===== src/rtl/light_pkg.sv =====
// Shared types for the intersection light sequencer: phase encoding and lamp patterns.
`timescale 1ns/1ps
package light_pkg;

    typedef enum logic [2:0] {
        MAIN_GRN = 3'd0,
        MAIN_EXT = 3'd1,
        MAIN_YEL = 3'd2,
        WALK     = 3'd3,
        SIDE_GRN = 3'd4,
        SIDE_EXT = 3'd5,
        SIDE_YEL = 3'd6
    } state_t;

    // Lamp patterns are {red, yellow, green}, one-hot.
    localparam logic [2:0] RED = 3'b100;
    localparam logic [2:0] YEL = 3'b010;
    localparam logic [2:0] GRN = 3'b001;

    localparam int TIMER_W = 4;

endpackage


===== src/rtl/tick_gen.sv =====
// One-second tick prescaler: free-running counter 0..TICK_DIV-1, tick decoded on the last count.
`timescale 1ns/1ps
module tick_gen #(
    parameter int TICK_DIV = 100_000_000
) (
    input  logic clock,
    input  logic reset,
    output logic tick
);

    localparam int CW = (TICK_DIV > 1) ? $clog2(TICK_DIV) : 1;
    localparam logic [CW-1:0] LAST = CW'(TICK_DIV - 1);

    logic [CW-1:0] count_reg;
    logic [CW-1:0] count_next;

    always_comb begin
        count_next = count_reg + CW'(1);
        if (count_reg == LAST) begin
            count_next = '0;
        end
    end

    always_ff @(posedge clock or negedge reset) begin
        if (!reset) begin
            count_reg <= '0;
        end else begin
            count_reg <= count_next;
        end
    end

    assign tick = (count_reg == LAST);

endmodule


===== src/rtl/light_sequencer.sv =====
// Intersection phase controller: tick-timed ring of main/side phases with sensor extension.
// LIGHT_WALK_EN enables the latched pedestrian request and the all-red WALK phase.
`timescale 1ns/1ps
import light_pkg::*;

module light_sequencer #(
    parameter int TICK_DIV = 100_000_000,
    parameter int T_BASE   = 6,
    parameter int T_EXT    = 3,
    parameter int T_YEL    = 2,
    parameter int T_WALK   = 3
) (
    input  logic       clock,
    input  logic       reset,
    input  logic       walk,
    input  logic       sensor,
    output logic [2:0] main_light,
    output logic [2:0] side_light,
    output logic       walk_lamp,
    output logic       tick
);

    localparam logic [TIMER_W-1:0] LAST_BASE = TIMER_W'(T_BASE - 1);
    localparam logic [TIMER_W-1:0] LAST_EXT  = TIMER_W'(T_EXT - 1);
    localparam logic [TIMER_W-1:0] LAST_YEL  = TIMER_W'(T_YEL - 1);
    localparam logic [TIMER_W-1:0] LAST_WALK = TIMER_W'(T_WALK - 1);

    state_t               state_reg;
    state_t               state_next;
    logic [TIMER_W-1:0]   timer_reg;
    logic [TIMER_W-1:0]   timer_next;
    logic [TIMER_W-1:0]   last_tick;
    logic                 expire;
    logic                 state_change;
    logic                 ext_flag_reg;
    logic                 ext_flag_next;
    logic                 walk_go;

    tick_gen #(
        .TICK_DIV (TICK_DIV)
    ) u_tick_gen (
        .clock (clock),
        .reset (reset),
        .tick  (tick)
    );

`ifdef LIGHT_WALK_EN
    logic walk_pending_reg;
    logic walk_pending_next;

    // Entering WALK serves the request, so the clear beats a same-cycle request.
    always_comb begin
        walk_pending_next = walk_pending_reg | walk;
        if (state_change && (state_next == WALK)) begin
            walk_pending_next = 1'b0;
        end
    end

    always_ff @(posedge clock or negedge reset) begin
        if (!reset) begin
            walk_pending_reg <= 1'b0;
        end else begin
            walk_pending_reg <= walk_pending_next;
        end
    end

    assign walk_go   = walk_pending_reg;
    assign walk_lamp = (state_reg == WALK);
`else
    logic walk_unused;

    assign walk_unused = walk;
    assign walk_go     = 1'b0;
    assign walk_lamp   = 1'b0;
`endif

    always_comb begin
        last_tick = LAST_BASE;
        case (state_reg)
            MAIN_GRN, SIDE_GRN: last_tick = LAST_BASE;
            MAIN_EXT, SIDE_EXT: last_tick = LAST_EXT;
            MAIN_YEL, SIDE_YEL: last_tick = LAST_YEL;
            WALK:               last_tick = LAST_WALK;
            default:            last_tick = LAST_BASE;
        endcase
    end

    assign expire = tick && (timer_reg == last_tick);

    // A sensor hit on the expiry cycle itself still counts toward the main extension.
    always_comb begin
        state_next = state_reg;
        if (expire) begin
            case (state_reg)
                MAIN_GRN: state_next = (ext_flag_reg || sensor) ? MAIN_EXT : MAIN_YEL;
                MAIN_EXT: state_next = MAIN_YEL;
                MAIN_YEL: state_next = walk_go ? WALK : SIDE_GRN;
                WALK:     state_next = SIDE_GRN;
                SIDE_GRN: state_next = sensor ? SIDE_EXT : SIDE_YEL;
                SIDE_EXT: state_next = SIDE_YEL;
                SIDE_YEL: state_next = MAIN_GRN;
                default:  state_next = MAIN_GRN;
            endcase
        end
    end

    assign state_change = (state_next != state_reg);

    always_comb begin
        timer_next = timer_reg;
        if (state_change) begin
            timer_next = '0;
        end else if (tick) begin
            timer_next = timer_reg + TIMER_W'(1);
        end
    end

    always_comb begin
        ext_flag_next = 1'b0;
        if ((state_reg == MAIN_GRN) && !state_change) begin
            ext_flag_next = ext_flag_reg | sensor;
        end
    end

    always_ff @(posedge clock or negedge reset) begin
        if (!reset) begin
            state_reg    <= MAIN_GRN;
            timer_reg    <= '0;
            ext_flag_reg <= 1'b0;
        end else begin
            state_reg    <= state_next;
            timer_reg    <= timer_next;
            ext_flag_reg <= ext_flag_next;
        end
    end

    always_comb begin
        main_light = RED;
        side_light = RED;
        case (state_reg)
            MAIN_GRN, MAIN_EXT: main_light = GRN;
            MAIN_YEL:           main_light = YEL;
            SIDE_GRN, SIDE_EXT: side_light = GRN;
            SIDE_YEL:           side_light = YEL;
            default: begin
                main_light = RED;
                side_light = RED;
            end
        endcase
    end

endmodule


===== config.mk =====
export PLATFORM = sky130hd
export DESIGN_NAME = light_sequencer
export DESIGN_NICKNAME = d
export VERILOG_FILES = /design/src/rtl/light_pkg.sv /design/src/rtl/tick_gen.sv /design/src/rtl/light_sequencer.sv
export SDC_FILE = /design/constraint.sdc
export NUM_CORES = 1
export LEC_CHECK = 0
export ABC_AREA = 1
export CAP_MARGIN = 10
export CELL_PAD_IN_SITES_DETAIL_PLACEMENT = 1
export CELL_PAD_IN_SITES_GLOBAL_PLACEMENT = 1
export CORE_MARGIN = 10
export CORE_UTILIZATION = 44
export CTS_CLUSTER_DIAMETER = 80
export CTS_CLUSTER_SIZE = 28
export DETAILED_ROUTE_END_ITERATION = 12
export PLACE_DENSITY = 0.8
export SLEW_MARGIN = 40
export SYNTH_ARGS = -nofsm -noshare
export SYNTH_HDL_FRONTEND = slang
export SYNTH_SLANG_ARGS = --single-unit

===== constraint.sdc =====
create_clock -name clock -period 1.91 [get_ports clock]
set_clock_uncertainty 0.1 [all_clocks]
set_input_delay 0.2865 -clock clock [delete_from_list [all_inputs] [get_ports clock]]
set_output_delay 0.2865 -clock clock [all_outputs]
set_load 0.01 [all_outputs]

==> results of run 1 <==
[cell type report]
| class | instances | area [sq um] |
|---|---|---|
| clock inverters | 1 | 5.00 |
| inverters | 47 | 176 |
| fillers | 646 | 2010 |
| multi-input cells | 224 | 1190 |
| flip-flops and latches | 35 | 877 |
| repair buffers | 52 | 404 |
| clock buffers | 7 | 76.3 |
| well taps | 67 | 83.8 |
[repair_timing]
item / in CTS / in global routing
endpoints found under the setup margin: 5 / 15
buffers inserted: 0 / 3
hold buffers: 1 / 0
resized for setup: 12 / 7
hold endpoints to repair: 35 / 0
pin swaps: 0 / 5
cloned: 0 / 1
[power by group]
part           total (uW)  leakage, uW  internal [uW]      switching [uW]
combinational        21.8     0.000976           5.37                16.4
sequential            741     0.000468            741  0.0000000000000445
clock                 527    0.0000422            256                 271
total                1290      0.00149           1000                 287
[metrics by stage]
| stage | worst slack, ns | TNS (ns) |
|---|---|---|
| 3_5_place_dp | -0.0831 | -0.0831 |
| 5_1_grt | -0.0583 | -0.0583 |
| 4_1_cts | -0.0206 | -0.0206 |
| 2_1_floorplan | 0.310 | 0 |
| 3_3_place_gp | -0.0646 | -0.0646 |
| 6_report | 0.0584 | 0 |
[logic make-up after synthesis]
group	count (synthesis)	synth area share (%)
AND/OR/NAND/NOR	187	39.4
buffers and inverters	50	9.24
other	1	0.168
adder cells (fa/ha/maj)	2	1.12
AO/OA/AOI/OAI	13	3.03
flip-flops	35	39.2
XOR/XNOR	20	7.84
[cell usage after synthesis]
cell type / n
nand3_1: 22
nand4_1: 13
nand2_1: 72
nor2_1: 53
xnor2_1: 4
a21oi_1: 4
and3_1: 1
nand2_2: 5
inv_2: 4
nand2_4: 1
nand3_4: 1
buf_6: 2
nor2_4: 4
nand3_2: 2
ha_1: 2
nor3_1: 7
inv_1: 43
xor2_1: 16
o21ai_0: 6
o21ai_1: 2
a21boi_0: 1
nor3b_1: 1
dfrtp_1: 35
nor2_2: 4
conb_1: 1
nor2_8: 1
buf_4: 1
[routing by layer]
layer,up-vias,global-route usage [%]
met4,0,5.74
met2,32,28.8
met1,1041,18.2
met3,11,3.21
li1,1079,-
met5,-,0
[how the worst max path moves through the flow]
stage / slack (ns) / depth (start not counted) / end / startpoint
after floorplan: 0.31 / 9 / state_reg[1]$_DFF_PN0_ / u_tick_gen.count_reg[0]$_DFF_PN0_
after global placement: -0.06 / 6 / tick / u_tick_gen.count_reg[11]$_DFF_PN0_
after detailed placement: -0.08 / 6 / tick / u_tick_gen.count_reg[11]$_DFF_PN0_
after CTS: -0.02 / 6 / tick / u_tick_gen.count_reg[0]$_DFF_PN0_
after global routing: -0.06 / 6 / tick / u_tick_gen.count_reg[11]$_DFF_PN0_
final: 0.06 / 6 / tick / u_tick_gen.count_reg[11]$_DFF_PN0_
[placed cells by master (no fill, tap or decap), types with 5 or more instances in the layout]
cell / n
xor2_1: 16
nand2_2: 5
nand4_1: 13
nor2_2: 7
buf_4: 41
nor2_1: 50
nor3_1: 7
nand3_2: 5
nand3_1: 19
nor2_4: 5
o21ai_0: 5
dfrtp_1: 34
clkbuf_8: 5
nand2_1: 72
inv_1: 43
[worst max-delay path: cells and delay by family (launching register included)]
family	cells	cell delay, ns
buffers and inverters	1	0.15
flip-flops	1	0.38
AND/OR/NAND/NOR	5	0.65
==> run metrics, run 1 <==
initial antenna violation count 0; max reg flops 27; slowest CP cell dfrtp_1; status completed; total wire length 6440 microns; worst-path cell chain nor2_1, nand3_2, nor2_4, nand3_2, nor2_2, buf_2; post-synthesis cell type count 27; antenna-violating nets left 0; Post-DP HPWL 4860 microns; f_max 540 MHz; register area share after synthesis 39.2%; synth top area cells dfrtp_1, nand2_1, nor2_1; pwr/cell area 459 nW/um^2; final std cells w/o fill 433; met2 wire length 3310 microns; Buffers on Ports 9; worst-case reg-to-reg path depth 10; die width 91.2 microns; Final setup viols 0; total CTS buffers 5; area grow syn2layout 25.8%; post-layout min period 1.85 ns; Worst R2R Start u_tick_gen.count_reg[0]$_DFF_PN0_; Vias 2163; largest net degree at the start of global routing 36; #FFs+latches synth 35; Via density 5.00; worst vdd ir 333 uV; Power Total 1290 uW; io pins 12; worst setup path class flip-flop to primary output; Design Area, Final 2810 sq um; Pre-Repair DR Iteration Count 4; WHS 0.465 ns; worst endpoint required time 1.52 ns; WL met1 2830 microns; cell count after placement 420; leading area contributor after synthesis dfrtp_1; htree depth 2; Lkg Pwr 0.00149 uW; fraction of layout cells with a size suffix above 1 22.1%; Max Used Layer met4; vias in the first global route 2424; Clock Latency Late Sink 0.29 ns; crit-path max cell delay 0.38 ns; Worst R2R End timer_reg[0]$_DFFE_PN0P_; Clock transition at path regs 0.07 ns; # rows 25; first-pass GRT wire length 11000 microns; Die Ht 91.2 microns; RSZ-0062 raised after global routing yes; proportion of netlist area held by the largest area contributor 39.2%; Layout Utilization 58.3%; DRC viols 0; Synth Instances 308; Most common cell on crit path nand3_2; CTS sink cnt 35; Startpoint Class flip-flop; Slew Viols, Final 0; CP endpoint kind primary output; YS warnings 0; mean area per synthesized cell 7.25 sq um; met3 WL 183 microns; routed wire length per instance 14.9 microns; critical path fanouts, max 2; total gr overflow 0; floorplan core area 4820 sq um; Syn Nets 314; Hold Path Class primary input to async pin; gr usage total 16.0%; placed standard-cell area 2670 sq um; total of max-cap violations 0; Antenna diodes 0; WP data arrival 1.47 ns; CTS tree built; root buffer cell clkbuf_8; gp weighted congestion 0.866; die area 8330 sq um; Hold Fails Final Rpt 0; cell area after synthesis 2230 sq um; setup slack, reg-to-reg 0.13 ns; CTS max path bufs 2; final worst path period share 96.9%; # nets final 371; Starting DRT DRC Count 90; initial core utilization 46.4%
(Power assumes the default switching activity.)
==> run 2: changes to the inputs <==
SETUP_SLACK_MARGIN = 0.5   (was not set)
==> run 2 against run 1 <==
Effect of this change: the flow now stops in global routing; synthesized area unchanged; synthesized cell count unchanged.
==> run metrics, run 2 <==
proportion of netlist area held by the largest area contributor 39.2% (unchanged); asr flop ratio synth 100% (unchanged); number of synthesized flops with an enable pin 0 (unchanged); register area share after synthesis 39.2% (unchanged); most frequent cells after synthesis nand2_1, nor2_1, inv_1, dfrtp_1, nand3_1; initial core utilization 46.4% (unchanged); total CTS buffers 5 (unchanged); die width 91.2 microns (unchanged); # rows 25 (unchanged); Main synth FF type dfrtp_1; Post-DP HPWL 5070 microns (+4.3%); stopping stage global routing; htree depth 2 (unchanged); initial antenna violation count 1; post-synthesis cell type count 27 (unchanged); most frequent cell after synthesis nand2_1; Setup WS pre-CTS -0.0888 ns (-0.00567 ns); CTS max path bufs 2 (unchanged); root buffer cell clkbuf_8; placed standard-cell area 2670 sq um (+0.28%); Worst Endpoint after GRT Repair state_reg[1]$_DFF_PN0_/D; status aborted with a tool error; tool error [ERROR DPL-0033] detailed placement checks failed during check placement.; CTS sink cnt 35 (unchanged); Buffers on Ports 9 (unchanged); largest net degree at the start of global routing 36; leading area contributor after synthesis dfrtp_1; io pins 12 (unchanged); YS warnings 0 (unchanged); Synth Instances 308 (unchanged); type of pin the worst path ends at register input; cell area after synthesis 2230 sq um (unchanged); #FFs+latches synth 35 (unchanged); Die Ht 91.2 microns (unchanged); gp weighted congestion 0.878 (+1.4%); Syn Nets 314 (unchanged); synth top area cells dfrtp_1, nand2_1, nor2_1; mean area per synthesized cell 7.25 sq um (unchanged)
[run 2: timing repair]
item                                   in CTS
endpoints found under the hold margin      35
pin swaps                                  25
hold buffers                                1
setup endpoints to repair                  39
gates cloned                                1
buffers inserted                           30
gates resized for setup                   101
[run 2: cell families after synthesis]
group | after synthesis | synth area share (%)
XOR/XNOR | 20 | 7.84
flip-flops | 35 | 39.2
AND/OR/NAND/NOR | 187 | 39.4
buffers and inverters | 50 | 9.24
AO/OA/AOI/OAI | 13 | 3.03
adder cells (fa/ha/maj) | 2 | 1.12
other | 1 | 0.168
[run 2: stage by stage]
stage | TNS (ns) | instances
floorplan | 0 | 308
detailed placement | -0.0888 | 416
global placement | -0.0219 | 416
CTS | 0 | 456
==> run 3: changes to the inputs <==
CELL_PAD_IN_SITES_DETAIL_PLACEMENT = not set   (was 1)
CELL_PAD_IN_SITES_GLOBAL_PLACEMENT = not set   (was 1)
CORE_UTILIZATION = 35   (was 44)
CTS_CLUSTER_DIAMETER = not set   (was 80)
CTS_CLUSTER_SIZE = not set   (was 28)
PLACE_DENSITY = not set   (was 0.8)
PLACE_DENSITY_LB_ADDON = 0.15   (was not set)
SETUP_SLACK_MARGIN = not set   (was 0.5)
==> run 3 against run 2 <==
Effect of this change: the flow now finishes without violations.
==> run metrics, run 3 (synthesized netlist as in run 1, its figures left out) <==
Pre-Repair DR Iteration Count 4; worst endpoint required time 1.99 ns; area grow syn2layout 27.7%; io pins 12 (unchanged); final worst path period share 94.8%; die width 99.9 microns (+9.5%); CP endpoint kind flip-flop; initial core utilization 35.6% (-11 points); fillers 626; routed wire length per instance 12.1 microns; # rows 29 (+16%); cell count after placement 433 (+4.1%); floorplan core area 6280 sq um; placed standard-cell area 2700 sq um (+1.0%); fraction of layout cells with a size suffix above 1 22.8%; Post-DP HPWL 4260 microns (-16%); antenna-violating nets left 0; root buffer cell clkbuf_8; post-layout min period 1.81 ns; final setup TNS 0 ns; gr usage total 11.0%; status completed; f_max 552 MHz; worst setup path class flip-flop to flip-flop; crit-path max cell delay 0.35 ns; WP data arrival 1.89 ns; final std cells w/o fill 445; Antenna diodes 0; Via density 4.60; die area 9980 sq um; RSZ-0062 raised after global routing yes; buffers and inverters on the worst path 3; slowest CP cell dfrtp_1; most common cell after layout, fill and taps aside nand2_1; setup slack, reg-to-reg 0.1 ns; total wire length 5380 microns; htree depth 2 (unchanged); total of max-cap violations 0; max reg flops 27; Buffers on Ports 9 (unchanged); WHS 0.341 ns; total CTS buffers 5 (unchanged); Clock Latency Late Sink 0.29 ns; total gr overflow 0; critical path fanouts, max 6; CTS max path bufs 2 (unchanged); worst vdd ir 300 uV; Final setup viols 0; CTS sink cnt 35 (unchanged); pwr/cell area 478 nW/um^2; vias in the first global route 1865; Design Area, Final 2850 sq um; Lkg Pwr 0.00151 uW; first-pass GRT wire length 8970 microns; CP delay by family, top simple AND/OR/NAND/NOR gates; Clock transition at path regs 0.07 ns; initial antenna violation count 0; CTS tree built; DRC viols 0; # nets final 373; Starting DRT DRC Count 74; gp weighted congestion 0.880 (+0.18%); Die Ht 99.9 microns (+9.5%); largest net degree at the start of global routing 16; Vias 2046; worst-path cell chain ha_2, nand3_4, nor2_8, buf_4, nand2_2, nor2_4, buf_6, nand4_1, nand2_1, inv_1; Slew Viols, Final 0; Hold Path Class primary input to async pin; Startpoint Class flip-flop; most frequent cells in the layout nand2_1, nor2_1, buf_4; Power Total 1360 uW; Hold Fails Final Rpt 0
-- run 3: area by class of cell --
type / count / area, sq um / area share [%]
Multi-Input combinational cell: 223 / 1170 / 41.2
Sequential cell: 35 / 878 / 30.8
Timing Repair Buffer: 55 / 427 / 15.0
Inverter: 47 / 176 / 6.19
Clock buffer: 8 / 100 / 3.51
Tap cell: 77 / 96.3 / 3.38
-- run 3: what timing repair did --
action,in CTS,in global routing
hold buffers,1,0
endpoints found under the setup margin,5,3
pin swaps,0,4
resized for setup,14,7
cloned,0,0
endpoints found under the hold margin,13,0
buffers inserted,0,3
-- run 3: through the flow --
stage          setup WS (ns)  utilization (%)
2_1_floorplan          0.310                -
3_3_place_gp         -0.0618             43.0
3_5_place_dp         -0.0769             43.0
4_1_cts              -0.0167             44.9
5_1_grt             -0.00526             45.4
6_report              0.0986             45.4
-- run 3: metal layers --
| layer | vias up | track usage, % | part of all wire [%] | routed length, microns |
|---|---|---|---|---|
| met5 | - | 0 | 0 | 0 |
| met4 | 0 | 3.31 | 1.0 | 54 |
| met2 | 18 | 16.6 | 46 | 2470 |
| li1 | 1078 | - | - | - |
| met1 | 946 | 15.0 | 51 | 2720 |
| met3 | 4 | 2.54 | 2.5 | 137 |
-- run 3: final timing paths --
check | end | start | cells after the start
setup / recovery | state_reg[1]$_DFF_PN0_ | u_tick_gen.count_reg[0]$_DFF_PN0_ | 10
hold / removal | timer_reg[2]$_DFFE_PN0P_ | reset | 2
setup reg to reg | state_reg[1]$_DFF_PN0_ | u_tick_gen.count_reg[0]$_DFF_PN0_ | 10
hold reg to reg | u_tick_gen.count_reg[0]$_DFF_PN0_ | u_tick_gen.count_reg[0]$_DFF_PN0_ | 2
max in group asynchronous | u_tick_gen.count_reg[5]$_DFF_PN0_ | reset | 3
min in group clock | u_tick_gen.count_reg[0]$_DFF_PN0_ | u_tick_gen.count_reg[0]$_DFF_PN0_ | 2
-- run 3: worst register-to-register path: stages, from the launching register on --
cell and delay, ns:
dfrtp_1 0.35, ha_2 0.21, nand3_4 0.11, nor2_8 0.13
buf_4 0.17, nand2_2 0.08, nor2_4 0.20, buf_6 0.15
nand4_1 0.08, nand2_1 0.09, inv_1 0.04
-- run 3: power by group --
| part | total (uW) | internal (uW) | switching (uW) |
|---|---|---|---|
| Combinational | 24.7 | 6.72 | 18.0 |
| Clock | 597 | 329 | 268 |
| Sequential | 741 | 741 | 0.0000000000000429 |
==> run 4: changes to the inputs <==
PLACE_DENSITY = 0.6   (was not set)
PLACE_DENSITY_LB_ADDON = not set   (was 0.15)
==> run 4 against run 3 <==
Effect of this change: flip-flop and latch count did not move; die area unchanged; maximum frequency rose by 1.2%; largest cell class unchanged; hold slack improved by 0.12 ns; final cell count is 0.90% lower; largest power group unchanged; global-route usage grew 0.15 points; critical endpoint is now tick; sequential power is essentially flat; critical path depth fell by 4; power down 0.66%; setup slack gained 0.022 ns; critical path type is now flip-flop to primary output; combinational power fell by 11%.
==> run metrics, run 4 (synthesized netlist as in run 1, its figures left out) <==
first-pass GRT wire length 9100 microns (+1.5%); area grow syn2layout 26.2%; critical path fanouts, max 2 (-4); root buffer cell clkbuf_8; vias in the first global route 2000 (+7.2%); worst endpoint required time 1.52 ns (-0.47 ns); initial antenna violation count 0 (unchanged); Via density 4.65 (+1.1%); CP delay by family, top flip-flops; Reg power frac 54.7% (+0.3 points); largest net degree at the start of global routing 36 (+20); floorplan core area 6280 sq um (unchanged); Clock transition at path regs 0.08 ns (about the same); # rows 29 (unchanged); sw power 278 uW (-2.7%); Antenna diodes 0 (unchanged); gp weighted congestion 0.899 (+2.2%); final std cells w/o fill 441 (-0.90%); Post-DP HPWL 4140 microns (-3.0%); crit-path max cell delay 0.39 ns (+0.04 ns); Slew Viols, Final 0 (unchanged); die area 9980 sq um (unchanged); most common cell after layout, fill and taps aside nand2_1; placed standard-cell area 2690 sq um (-0.56%); buffers and inverters on the worst path 2 (-1); total gr overflow 0 (unchanged); Clock Latency Late Sink 0.29 ns (about the same); WP data arrival 1.40 ns (-0.49 ns); antenna-violating nets left 0 (unchanged); Clock Power Share 43.6% (-0.2 points); status completed; CTS sink cnt 35 (unchanged); post-layout min period 1.79 ns (-0.0222 ns); Lkg Pwr 0.00151 uW (-0.35%); total wire length 5300 microns (-1.4%); total of max-cap violations 0 (unchanged); worst-path cell chain ha_4, nand3_4, nor2_8, inv_1, nor2_2, buf_2; Power Total 1350 uW (-0.66%); Design Area, Final 2820 sq um (-1.2%); final setup TNS 0 ns (unchanged); P_int 1080 uW (-0.12%); # nets final 369 (-1.1%); cell count after placement 431 (-0.46%); routed wire length per instance 12.0 microns (-0.50%); io pins 12 (unchanged); Hold Fails Final Rpt 0 (unchanged); total CTS buffers 5 (unchanged); combinational share of power 1.6% (-0.2 points); RSZ-0062 raised after global routing no; pwr/cell area 480 nW/um^2 (+0.53%); slowest CP cell dfrtp_1; gr usage total 11.1% (+0.15 points); Vias 2049 (+0.15%); Final setup viols 0 (unchanged); CTS max path bufs 2 (unchanged); Layout Utilization 44.9% (-0.54 points); Die Ht 99.9 microns (unchanged); f_max 559 MHz (+1.2%); worst vdd ir 221 uV (-26%); fraction of layout cells with a size suffix above 1 20.9% (-1.9 points); htree depth 2 (unchanged); Startpoint Class flip-flop; final worst path period share 93.7% (-1.2 points); die width 99.9 microns (unchanged); most frequent cells in the layout nand2_1, nor2_1, inv_1; Buffers on Ports 9 (unchanged); sw frac 20.5% (-0.43 points); worst setup path class flip-flop to primary output; DRC viols 0 (unchanged); Pre-Repair DR Iteration Count 4 (unchanged); CTS tree built; initial core utilization 35.6% (unchanged); Hold Path Class primary input to async pin; CP endpoint kind primary output; Starting DRT DRC Count 64 (-14%); max reg flops 27 (unchanged)
-- run 4: cell types whose count changed in the layout (fill, tap and decap cells not counted), sizes merged --
cell,before,now
dlymetal6s2s,0,2
buf,47,43
clkdlybuf4s50,3,1
-- run 4: cell type report --
class / instances / area, sq um
timing repair buffer: 51 / 398
clock buffer: 8 / 100
tap: 77 / 96.3
sequential: 35 / 876
multi-input combinational: 223 / 1170
inverter: 47 / 176
fill: 656 / 3460
-- run 4: worst paths after layout --
kind | start | end | slack, ns | depth (start not counted)
setup / recovery | u_tick_gen.count_reg[0]$_DFF_PN0_ | tick | 0.12 | 6
hold / removal | reset | u_tick_gen.count_reg[9]$_DFF_PN0_ | 0.46 | 3
setup reg to reg | u_tick_gen.count_reg[0]$_DFF_PN0_ | timer_reg[2]$_DFFE_PN0P_ | 0.13 | 9
hold reg to reg | u_tick_gen.count_reg[6]$_DFF_PN0_ | u_tick_gen.count_reg[6]$_DFF_PN0_ | 0.46 | 2
max in group asynchronous | reset | timer_reg[0]$_DFFE_PN0P_ | 0.91 | 3
min in group clock | u_tick_gen.count_reg[6]$_DFF_PN0_ | u_tick_gen.count_reg[6]$_DFF_PN0_ | 0.46 | 2
-- run 4: metrics by stage --
stage                     worst slack (ns)  hold WS (ns)
after floorplan                      0.310        -0.109
after global placement             -0.0566         0.256
after detailed placement           -0.0599         0.257
after CTS                          0.00541         0.471
after global routing               0.00425         0.516
final                                0.121         0.464
-- run 4: metal layers --
metal / track usage [%] / part of all wire, % / vias up
met3: 2.27 / 2.3 / 6
met5: 0 / 0 / -
li1: - / - / 1076
met2: 18.5 / 48 / 17
met1: 14.0 / 48 / 950
met4: 3.53 / 1.0 / 0
-- run 4: repair_timing --
action,CTS,global route
endpoints found under the setup margin,5,3
hold endpoints to repair,35,0
setup buffers,1,0
hold buffers,1,0
resized for setup,11,4
-- run 4: tightest hold or removal path, cell delays in order --
cell           delay (ns)
dlygate4sd3_1        0.52
buf_2                0.09
buf_4                0.39
-- run 4: power by group through the flow --
stage,combinational [uW],sequential [uW],clock [uW]
floorplan,2.74,755,0
global placement,21.8,755,0
detailed placement,21.8,755,0
CTS,23.5,740,615
global route,25.8,740,646
finish,21.9,741,591
